<file path="src/rtl/uart_rx_latch_loader.sv">
// UART receiver (LSB first, 8 data bits) that turns each good byte into a nibble plus
// active-low save strobes for latch A/B. Define UART_RX_LATCH_PARITY_EN for 8E1 framing.
module uart_rx_latch_loader #(
  parameter int CLKS_PER_BIT = 16
) (
  input  logic       clk,
  input  logic       reset,
  input  logic       rx,
  output logic [3:0] data_out,
  output logic       save_a_n,
  output logic       save_b_n,
  output logic       byte_valid,
  output logic [7:0] byte_data,
  output logic       frame_error,
  output logic       parity_error
);

  localparam int CW = $clog2(CLKS_PER_BIT);
  localparam logic [CW-1:0] HALF_CNT = CW'(CLKS_PER_BIT / 2);
  localparam logic [CW-1:0] LAST_CNT = CW'(CLKS_PER_BIT - 1);

`ifdef UART_RX_LATCH_PARITY_EN
  typedef enum logic [2:0] {IDLE, START, DATA, PARITY, STOP, WAIT_IDLE} state_t;
`else
  typedef enum logic [2:0] {IDLE, START, DATA, STOP, WAIT_IDLE} state_t;
`endif

  state_t      state_reg, state_next;
  logic [CW-1:0] cnt_reg, cnt_next;
  logic [2:0]  bit_idx_reg, bit_idx_next;
  logic [7:0]  shift_reg, shift_next;
  logic        rx_meta_reg, rx_s_reg;
  logic [3:0]  data_out_reg, data_out_next;
  logic [7:0]  byte_data_reg, byte_data_next;
  logic        save_a_n_reg, save_a_n_next;
  logic        save_b_n_reg, save_b_n_next;
  logic        byte_valid_reg, byte_valid_next;
  logic        frame_error_reg, frame_error_next;
  logic        parity_bad;
`ifdef UART_RX_LATCH_PARITY_EN
  logic        par_reg, par_next;
  logic        parity_error_reg, parity_error_next;
`endif

  // Two-flop synchronizer; idles high so reset does not look like a start bit.
  always_ff @(posedge clk or posedge reset) begin
    if (reset) begin
      rx_meta_reg <= 1'b1;
      rx_s_reg    <= 1'b1;
    end else begin
      rx_meta_reg <= rx;
      rx_s_reg    <= rx_meta_reg;
    end
  end

  always_comb begin
    state_next       = state_reg;
    cnt_next         = cnt_reg;
    bit_idx_next     = bit_idx_reg;
    shift_next       = shift_reg;
    data_out_next    = data_out_reg;
    byte_data_next   = byte_data_reg;
    save_a_n_next    = 1'b1;
    save_b_n_next    = 1'b1;
    byte_valid_next  = 1'b0;
    frame_error_next = 1'b0;
    parity_bad       = 1'b0;
`ifdef UART_RX_LATCH_PARITY_EN
    par_next          = par_reg;
    parity_error_next = 1'b0;
`endif
    case (state_reg)
      IDLE: begin
        cnt_next = '0;
        if (!rx_s_reg) state_next = START;
      end
      START: begin
        if (cnt_reg == HALF_CNT) begin
          cnt_next     = '0;
          bit_idx_next = 3'd0;
          state_next   = rx_s_reg ? IDLE : DATA;
        end else begin
          cnt_next = cnt_reg + 1'b1;
        end
      end
      DATA: begin
        if (cnt_reg == LAST_CNT) begin
          cnt_next   = '0;
          shift_next = {rx_s_reg, shift_reg[7:1]};
          if (bit_idx_reg == 3'd7) begin
`ifdef UART_RX_LATCH_PARITY_EN
            state_next = PARITY;
`else
            state_next = STOP;
`endif
          end else begin
            bit_idx_next = bit_idx_reg + 3'd1;
          end
        end else begin
          cnt_next = cnt_reg + 1'b1;
        end
      end
`ifdef UART_RX_LATCH_PARITY_EN
      PARITY: begin
        if (cnt_reg == LAST_CNT) begin
          cnt_next   = '0;
          par_next   = rx_s_reg;
          state_next = STOP;
        end else begin
          cnt_next = cnt_reg + 1'b1;
        end
      end
`endif
      STOP: begin
        if (cnt_reg == LAST_CNT) begin
          cnt_next = '0;
`ifdef UART_RX_LATCH_PARITY_EN
          parity_bad        = ^{shift_reg, par_reg};
          parity_error_next = parity_bad;
`endif
          if (!rx_s_reg) begin
            frame_error_next = 1'b1;
            state_next       = WAIT_IDLE;
          end else begin
            state_next = IDLE;
            if (!parity_bad) begin
              byte_data_next  = shift_reg;
              byte_valid_next = 1'b1;
              // Field 00 is a plain byte: no strobe, so the latch nibble is left alone.
              if (shift_reg[7:6] != 2'b00) begin
                data_out_next = shift_reg[3:0];
                save_a_n_next = ~shift_reg[6];
                save_b_n_next = ~shift_reg[7];
              end
            end
          end
        end else begin
          cnt_next = cnt_reg + 1'b1;
        end
      end
      WAIT_IDLE: begin
        cnt_next = '0;
        if (rx_s_reg) state_next = IDLE;
      end
      default: state_next = IDLE;
    endcase
  end

  always_ff @(posedge clk or posedge reset) begin
    if (reset) begin
      state_reg       <= IDLE;
      cnt_reg         <= '0;
      bit_idx_reg     <= 3'd0;
      shift_reg       <= 8'h00;
      data_out_reg    <= 4'h0;
      byte_data_reg   <= 8'h00;
      save_a_n_reg    <= 1'b1;
      save_b_n_reg    <= 1'b1;
      byte_valid_reg  <= 1'b0;
      frame_error_reg <= 1'b0;
`ifdef UART_RX_LATCH_PARITY_EN
      par_reg          <= 1'b0;
      parity_error_reg <= 1'b0;
`endif
    end else begin
      state_reg       <= state_next;
      cnt_reg         <= cnt_next;
      bit_idx_reg     <= bit_idx_next;
      shift_reg       <= shift_next;
      data_out_reg    <= data_out_next;
      byte_data_reg   <= byte_data_next;
      save_a_n_reg    <= save_a_n_next;
      save_b_n_reg    <= save_b_n_next;
      byte_valid_reg  <= byte_valid_next;
      frame_error_reg <= frame_error_next;
`ifdef UART_RX_LATCH_PARITY_EN
      par_reg          <= par_next;
      parity_error_reg <= parity_error_next;
`endif
    end
  end

  assign data_out    = data_out_reg;
  assign byte_data   = byte_data_reg;
  assign save_a_n    = save_a_n_reg;
  assign save_b_n    = save_b_n_reg;
  assign byte_valid  = byte_valid_reg;
  assign frame_error = frame_error_reg;
`ifdef UART_RX_LATCH_PARITY_EN
  assign parity_error = parity_error_reg;
`else
  assign parity_error = 1'b0;
`endif

endmodule

</file>
<file path="config.mk">
export PLATFORM = sky130hd
export DESIGN_NAME = uart_rx_latch_loader
export DESIGN_NICKNAME = d
export VERILOG_FILES = /design/src/rtl/uart_rx_latch_loader.sv
export SDC_FILE = /design/constraint.sdc
export NUM_CORES = 1
export LEC_CHECK = 0
export BUFFER_PORTS_ARGS = -buffer_cell sky130_fd_sc_hd__buf_2
export CAP_MARGIN = 20
export CELL_PAD_IN_SITES_DETAIL_PLACEMENT = 2
export CELL_PAD_IN_SITES_GLOBAL_PLACEMENT = 2
export CORE_MARGIN = 5
export CORE_UTILIZATION = 41
export DETAILED_ROUTE_END_ITERATION = 8
export PLACE_DENSITY_LB_ADDON = 0.1
export SYNTH_ARGS = -nofsm -noshare
export SYNTH_HDL_FRONTEND = slang
export SYNTH_SLANG_ARGS = --single-unit
</file>
<file path="constraint.sdc">
create_clock -name clk -period 4.7 [get_ports clk]
set_input_delay 0.705 -clock clk [delete_from_list [all_inputs] [get_ports clk]]
set_output_delay 0.705 -clock clk [all_outputs]
set_load 0.02 [all_outputs]
</file>
==> impl_metrics.toml, run 1 <==
[run_status]
outcome = "finished, final reports clean"

[global_routing]
grt_max_degree = 37
first_global_vias = 1123
grt_first_pass_wirelength_mm = 5.63
grt.overflow.total = 0
gr-usage-all-layers_pct = 14.1
antenna_found_initial = 0

[clock_tree]
clkTransAtPathRegs_ns = 0.07
htreeDepth = 2
clk_latency_ns = 0.28
cts_buffers = 5
root_buffer = "clkbuf_8"
post_cts_buffers = 0
post_cts_resize_count = 0
hold_buffers = 0
clk_path_buf_depth = 2
cts_sinks = 36
cts_tree = "built"

[floorplanning]
die_h_microns = 73.1
fp.dieArea_sq_um = 5340
rows = 23
die_w_microns = 73.1
io-pin-count = 20
start_util_pct = 41.7
coreArea_sq_um = 3910

[final_layout]
final_nets = 156
mostFrequentLayoutCells = "dfrtp_1, mux2_2, buf_2, nand2_1, inv_1"
final_common_cell = "dfrtp_1"
diodes = 0
n_fill_cell = 418
ff_latch_area_sq_um = 906
utilization_pct = 47.6
multi_input_area_sq_um = 661
layout-drive-gt1-share_pct = 38.0
syn_to_final_growth_pct = 14.4

[synth]
yosysUniqueCellTypes = 36
synth_edf_count = 0
synth-main-ff-cell = "dfrtp_1"
async_flop_share_pct = 100
syn_nets = 136
syn-cell-area_sq_um = 1630
yosys.area.top_type_share_pct = 49.1
ys_top_cells_by_area = "dfrtp_1, mux2_2, dfstp_2"
synth_top_area_cell = "dfrtp_1"
syn_inst = 129
syn-mean-instance-area_sq_um = 12.6
synth_seq_cells = 36
yosysWarnings = 0
ys_seq_area_share_pct = 55.6

[pwr]
p_int_uw = 567
p_sw_uw = 249
power_density_nw_per_um2 = 438
p_leak_uw = 0.000912
irDropWorstVdd_mv = 0.231
p_comb_share_pct = 19.9
seq_power_share_pct = 48.0
switching_share_pct = 30.5
pwr-share-clk_pct = 32.2

[drt]
first_iter_violations = 30
drc = 0
ant_nets = 0
dr.pass1.iters = 3
wire_per_inst_microns = 16.5
vias = 1027
totalWireLength_mm = 3.29
vias_per_cell = 5.14

[sta]
period_minus_slack_ns = 2.05
timing.final.setup_violations = 0
max_freq_ghz = 0.487
hold_viol_final = 0
drv_slew = 0
rsz0062_at_grt = "false"
setup_tns_ns = 0
finalClockSkew_ns = 0.00580
relSlewSlack_pct = 46.5
worstMarginPinSlew_ns = 0.798
fin_crit_sh_pct = 43.7

[place]
portBuffers = 18
gp_congestion = 0.763
place_hpwl_mm = 2.44

[worst_setup_path]
crit_arrival_ns = 2.21
path_cells = "ha_1, nand3_2, nor3_2, mux2_2"
cp_num_buf_inv = 0
critPathSlowestCell = "nor3_2"
critical_path_class = "reg -> reg"
cpLargestDelayFamily = "simple AND/OR/NAND/NOR gates"
cp_max_fo = 11
reg2reg_slack_ns = 2.65
start_kind = "register"
critPathMaxStageDelay_ns = 0.72
critPathRequiredTime_ns = 4.86
end_kind = "register"

[job]
cap_violations = 0

[hold_path]
hold_class = "reg -> reg"
[area by class of cell]
type / count / area share (%)
clock inverters: 2 / 1.88
inverters: 8 / 1.61
well taps: 50 / 3.36
multi-input cells: 79 / 35.4
clock buffers: 6 / 3.89
flip-flops and latches: 36 / 48.6
repair buffers: 19 / 5.23
[path summary, 6_finish.rpt]
path,depth (start not counted),start,to
max,4,cnt_reg[1],byte_data[0]
min,0,rx_meta_reg,rx_s_reg
max reg2reg,4,cnt_reg[1],byte_data[0]
min reg2reg,0,rx_meta_reg,rx_s_reg
max in group asynchronous,3,reset,rx_s_reg
min in group asynchronous,3,reset,bit_idx_reg[1]
[power groups by stage]
stage / Sequential, uW / Combinational, uW / Clock (uW)
after floorplan: 367 / 156 / 0
after CTS: 391 / 167 / 271
after global routing: 399 / 180 / 286
final: 391 / 162 / 263
after detailed placement: 396 / 165 / 0
after global placement: 395 / 156 / 0
[kinds of logic after synthesis]
logic type | Yosys count | share of synthesized area (%)
flops | 36 | 55.6
fa+ha+maj | 4 | 3.07
mux | 24 | 16.3
other cells | 1 | 0.230
xor+xnor | 1 | 0.537
simple gates | 33 | 12.8
buf+inv | 14 | 3.91
compound gates | 16 | 7.60
[synth_stat cells, types with 3 or more instances]
master / instances
buf_4: 3
inv_1: 8
ha_1: 4
mux2i_1: 4
o21ai_0: 4
nand3b_1: 3
a21oi_1: 3
dfstp_2: 4
or2_2: 3
dfrtp_1: 32
nand2_1: 9
mux2_2: 19
nor2_1: 4
clkbuf_1: 3
[layer usage]
layer  up-vias  GRT usage [%]  routed length [microns]
li1        484              -                        -
met1       523           16.0                     1310
met2        18           25.3                     1790
met3         2           4.41                      169
met4         0           3.69                       19
met5         -              0                        0
[per-stage QoR]
step           hold WS, ns  instances  instance area, sq um  power (uW)  worst slack (ns)
3_5_place_dp         0.352        192                  1760         561              2.63
5_1_grt              0.368        200                  1860         865              2.43
3_3_place_gp         0.347        192                  1760         551              2.65
2_1_floorplan        0.345        129                  1630         522              3.13
4_1_cts              0.362        200                  1860         829              2.59
6_report             0.361        200                  1860         816              2.65
Note: power is estimated with default switching activity, not from simulation.
==> inputs of run 2 (changes only) <==
--- a/config.mk
+++ b/config.mk
@@ -10,7 +10,7 @@
 export CELL_PAD_IN_SITES_DETAIL_PLACEMENT = 2
 export CELL_PAD_IN_SITES_GLOBAL_PLACEMENT = 2
 export CORE_MARGIN = 5
-export CORE_UTILIZATION = 41
+export CORE_UTILIZATION = 35
 export DETAILED_ROUTE_END_ITERATION = 8
 export PLACE_DENSITY_LB_ADDON = 0.1
 export SYNTH_ARGS = -nofsm -noshare
==> constraint.sdc (replaced) <==
create_clock -name clk -period 1.7 [get_ports clk]
set_input_delay 0.255 -clock clk [delete_from_list [all_inputs] [get_ports clk]]
set_output_delay 0.255 -clock clk [all_outputs]
set_load 0.02 [all_outputs]
==> run 2 against run 1 <==
Compared with the run above: via count is 7.5% higher; flip-flop and latch count unchanged; power rose to 2.9 times the previous value; clock-buffer cell count unchanged; largest power group unchanged.
==> impl_metrics.toml, run 2 (synthesized netlist as in run 1, its figures left out) <==
[sta]
drv_slew = 0
relSlewSlack_pct = 63.9
finalClockSkew_ns = 0.00836
whs_ns = 0.0674
setup_tns_ns = 0
max_freq_ghz = 0.611
fin_crit_sh_pct = 96.3
hold_viol_final = 0
period_minus_slack_ns = 1.64
rsz0062_at_grt = "false"
worstMarginPinSlew_ns = 0.535
timing.final.setup_violations = 0

[worst_setup_path]
start_kind = "register"
end_kind = "register"
critPathSlowestCell = "dfrtp_1"
critical_path_class = "reg -> reg"
cp_num_buf_inv = 1
critPathMaxStageDelay_ns = 0.44
crit_arrival_ns = 1.82
cp_max_fo = 4
cpLargestDelayFamily = "flip-flops"
path_cells = "ha_4, nand3_2, buf_4, o32ai_4, mux2_1"
critPathRequiredTime_ns = 1.88

[pwr]
power_density_nw_per_um2 = 1220
irDropWorstVdd_mv = 0.636
p_leak_uw = 0.000965

[hold_path]
hold_class = "in -> async"

[drt]
vias = 1104
dr.pass1.iters = 4
totalWireLength_mm = 3.72
ant_nets = 0
first_iter_violations = 32
drc = 0
vias_per_cell = 5.18
wire_per_inst_microns = 17.5

[clock_tree]
cts_sinks = 36
clk_latency_ns = 0.30
cts_tree = "built"
clkTransAtPathRegs_ns = 0.08
htreeDepth = 2
clk_path_buf_depth = 2
root_buffer = "clkbuf_8"
cts_buffers = 5
hold_buffers = 0

[global_routing]
grt_first_pass_wirelength_mm = 6.32
gr-usage-all-layers_pct = 13.6
first_global_vias = 1258
grt_max_degree = 37
antenna_found_initial = 0
grt.overflow.total = 0

[run_status]
outcome = "finished, final reports clean"

[place]
place_hpwl_mm = 2.69
portBuffers = 18
dp_cells = 204
gp_congestion = 0.800

[final_layout]
diodes = 0
n_fill_cell = 469
layoutNonFillerInstCount = 213
ff_latch_area_sq_um = 906
final_common_cell = "dfrtp_1"
mostFrequentLayoutCells = "dfrtp_1, mux2_2, buf_2, buf_4, nand2_1"
layout-drive-gt1-share_pct = 43.5
syn_to_final_growth_pct = 20.6
final_nets = 167
multi_input_area_sq_um = 673

[floorplanning]
coreArea_sq_um = 4440
die_w_microns = 78.3
fp.dieArea_sq_um = 6120
io-pin-count = 20
die_h_microns = 78.3
start_util_pct = 36.7
rows = 24

[job]
cap_violations = 0
run 2: cell types whose count changed in the layout (fill, tap and decap cells not counted), sizes merged:
cell / change
buf: +11
run 2: layout make-up:
cell class | count | area share, %
clock buffers | 6 | 3.69
well taps | 52 | 3.31
multi-input cells | 79 | 34.2
inverters | 8 | 1.53
clock inverters | 2 | 1.78
flip-flops and latches | 36 | 46.1
repair buffers | 30 | 9.36
run 2: final timing paths:
check / from / endpoint / slack (ns) / cells after the start
worst max-delay path: cnt_reg[0] / bit_idx_reg[0] / 0.06 / 5
worst max register to register: cnt_reg[0] / bit_idx_reg[0] / 0.06 / 5
worst min register to register: rx_meta_reg / rx_s_reg / 0.36 / 0
min in group clk: rx / rx_meta_reg / 0.07 / 1
worst min-delay path: reset / shift_reg[7] / 0.07 / 3
max in group asynchronous: reset / rx_meta_reg / 1.27 / 3
run 2: worst register-to-register path: stages (launching register included):
cell     delay [ns]
dfrtp_1        0.44
ha_4           0.18
nand3_2        0.13
buf_4          0.19
o32ai_4        0.26
mux2_1         0.34
run 2: per-layer routing:
metal / GRT usage (%) / part of all wire, % / up-vias
li1: - / - / 513
met1: 14.2 / 40 / 569
met2: 24.7 / 54 / 16
met3: 5.15 / 4.2 / 6
met4: 5.24 / 1.6 / 0
met5: 0 / 0 / -
run 2: per-stage QoR:
stage / total power (uW) / util, % / cell area (sq um) / setup slack, ns
2_1_floorplan: 1440 / - / 1630 / 0.135
3_3_place_gp: 1600 / 41.3 / 1830 / 0.0971
3_5_place_dp: 1640 / 41.3 / 1830 / 0.0336
4_1_cts: 2410 / 43.7 / 1940 / 0.00847
5_1_grt: 2540 / 44.2 / 1970 / 0.000756
6_report: 2400 / 44.2 / 1970 / 0.0629
run 2: where the power goes:
part           switching (uW)  internal, uW  leakage [uW]
clock network             313           435     0.0000552
logic                     328           273      0.000431
registers                 116           937      0.000479
run 2: what timing repair did:
action	in CTS	in global routing
resized for setup	0	4
setup buffers	0	1
endpoints found under the setup margin	2	11
hold endpoints to repair	0	0
pin swaps	1	1
==> inputs of run 3 (changes only) <==
--- a/config.mk
+++ b/config.mk
@@ -10,7 +10,8 @@
 export CELL_PAD_IN_SITES_DETAIL_PLACEMENT = 2
 export CELL_PAD_IN_SITES_GLOBAL_PLACEMENT = 2
 export CORE_MARGIN = 5
-export CORE_UTILIZATION = 35
+export CORE_UTILIZATION = 36
+export CTS_BUF_LIST = sky130_fd_sc_hd__clkbuf_2
 export DETAILED_ROUTE_END_ITERATION = 8
 export PLACE_DENSITY_LB_ADDON = 0.1
 export SYNTH_ARGS = -nofsm -noshare
==> run 3 against run 2 <==
Compared with the run above: clock skew increased by 0.0075 ns; combinational power increased by 2%; maximum frequency increased by 0.99%; utilization increased by 0.41 points; power decreased by 9.0%; design area decreased by 0.45%; critical endpoint is now data_out[3].
==> impl_metrics.toml, run 3 (synthesized netlist as in run 1, its figures left out) <==
[final_layout]
final_nets = 168
utilization_pct = 44.6
n_fill_cell = 448
final_common_cell = "dfrtp_1"
mostFrequentLayoutCells = "dfrtp_1, mux2_2, buf_2, nand2_1, buf_4"
syn_to_final_growth_pct = 20.0
ff_latch_area_sq_um = 906
layout-drive-gt1-share_pct = 44.4
multi_input_area_sq_um = 691
diodes = 0

[floorplanning]
die_h_microns = 77.3
fp.dieArea_sq_um = 5970
start_util_pct = 37.2
rows = 24
coreArea_sq_um = 4380
die_w_microns = 77.3
io-pin-count = 20

[job]
cap_violations = 0

[clock_tree]
htreeDepth = 2
clk_path_buf_depth = 2
cts_tree = "built"
clk_latency_ns = 0.37
cts_buffers = 5
cts_sinks = 36
root_buffer = "clkbuf_2"
clkTransAtPathRegs_ns = 0.19

[pwr]
p_int_uw = 1470
switching_share_pct = 32.8
p_leak_uw = 0.000960
p_comb_share_pct = 28.0
irDropWorstVdd_mv = 0.553
pwr-share-clk_pct = 24.7
power_density_nw_per_um2 = 1120
p_total_uw = 2180
p_sw_uw = 716
seq_power_share_pct = 47.4

[worst_setup_path]
cp_max_fo = 4
end_kind = "register"
critPathMaxStageDelay_ns = 0.46
critPathSlowestCell = "dfrtp_1"
path_cells = "ha_4, nand3_4, nor4_4, mux2_2"
critical_path_class = "reg -> reg"
critPathRequiredTime_ns = 1.97
crit_arrival_ns = 1.89
start_kind = "register"

[global_routing]
grt_first_pass_wirelength_mm = 6.15
gr-usage-all-layers_pct = 13.0
antenna_found_initial = 0
grt.overflow.total = 0
grt_max_degree = 37
first_global_vias = 1253

[drt]
drc = 0
wire_per_inst_microns = 16.6
totalWireLength_mm = 3.56
vias = 1075
ant_nets = 0
vias_per_cell = 5.02
dr.pass1.iters = 4
first_iter_violations = 37

[sta]
fin_crit_sh_pct = 95.4
timing.final.setup_violations = 0
finalClockSkew_ns = 0.0159
hold_viol_final = 0
rsz0062_at_grt = "false"
period_minus_slack_ns = 1.62
drv_slew = 0
max_freq_ghz = 0.617
setup_tns_ns = 0

[run_status]
outcome = "finished, final reports clean"

[place]
gp_congestion = 0.733
place_hpwl_mm = 2.57
portBuffers = 18

[hold_path]
hold_class = "reg -> reg"
[run 3: cell types whose count changed in the layout (fill, tap and decap cells not counted), moves of 2 or more]
cell           delta
clkbuf_2          +6
buf_4             -2
dlygate4sd3_1     +2
clkbuf_8          -5
[run 3: power by group through the flow]
stage	Clock [uW]	Sequential, uW	Combinational, uW
6_report	539	1030	611
5_1_grt	605	1050	687
2_1_floorplan	0	1010	430
3_3_place_gp	0	1030	545
4_1_cts	571	1020	585
3_5_place_dp	0	1040	577
[run 3: metrics by stage]
stage / cells / instance area, sq um / setup slack [ns] / hold slack, ns
after floorplan: 129 / 1630 / 0.135 / 0.259
after global placement: 202 / 1820 / 0.0947 / 0.347
after detailed placement: 202 / 1820 / 0.0176 / 0.348
after CTS: 212 / 1910 / 0.00667 / 0.372
after global routing: 214 / 1960 / 0.00300 / 0.384
final: 214 / 1960 / 0.0790 / 0.371
[run 3: what timing repair did]
item | in CTS | in global routing
buffers inserted | 0 | 2
hold endpoints to repair | 33 | 0
gates resized for setup | 1 | 7
setup endpoints to repair | 1 | 18
hold buffers | 2 | 0
pin swaps | 0 | 2
[run 3: layout make-up]
| class | instances | share of cell area, % |
|---|---|---|
| well taps | 52 | 3.32 |
| clock inverters | 2 | 1.79 |
| inverters | 8 | 1.53 |
| repair buffers | 31 | 10.2 |
| clock buffers | 6 | 1.53 |
| flip-flops and latches | 36 | 46.3 |
| multi-input cells | 79 | 35.3 |
[run 3: final timing paths]
check	from	to	slack, ns	depth (start not counted)
max	cnt_reg[1]	data_out[3]	0.08	4
min	rx_meta_reg	rx_s_reg	0.37	0
max reg2reg	cnt_reg[1]	data_out[3]	0.08	4
min reg2reg	rx_meta_reg	rx_s_reg	0.37	0
max in group asynchronous	reset	rx_s_reg	0.83	4
min in group asynchronous	reset	state_reg[2]	0.50	4
[run 3: metal layers]
| layer | up-vias | GRT usage, % | share of wire, % |
|---|---|---|---|
| met4 | 0 | 4.64 | 0.42 |
| met2 | 14 | 21.2 | 53 |
| li1 | 507 | - | - |
| met3 | 2 | 4.10 | 4.0 |
| met1 | 552 | 15.9 | 43 |
| met5 | - | 0 | 0 |
[run 3: critical path, delay by kind of cell (launching register included)]
kind / cells / cell delay, ns
AND/OR/NAND/NOR: 2 / 0.50
flip-flops: 1 / 0.46
multiplexers: 1 / 0.38
adder cells (fa/ha/maj): 1 / 0.18
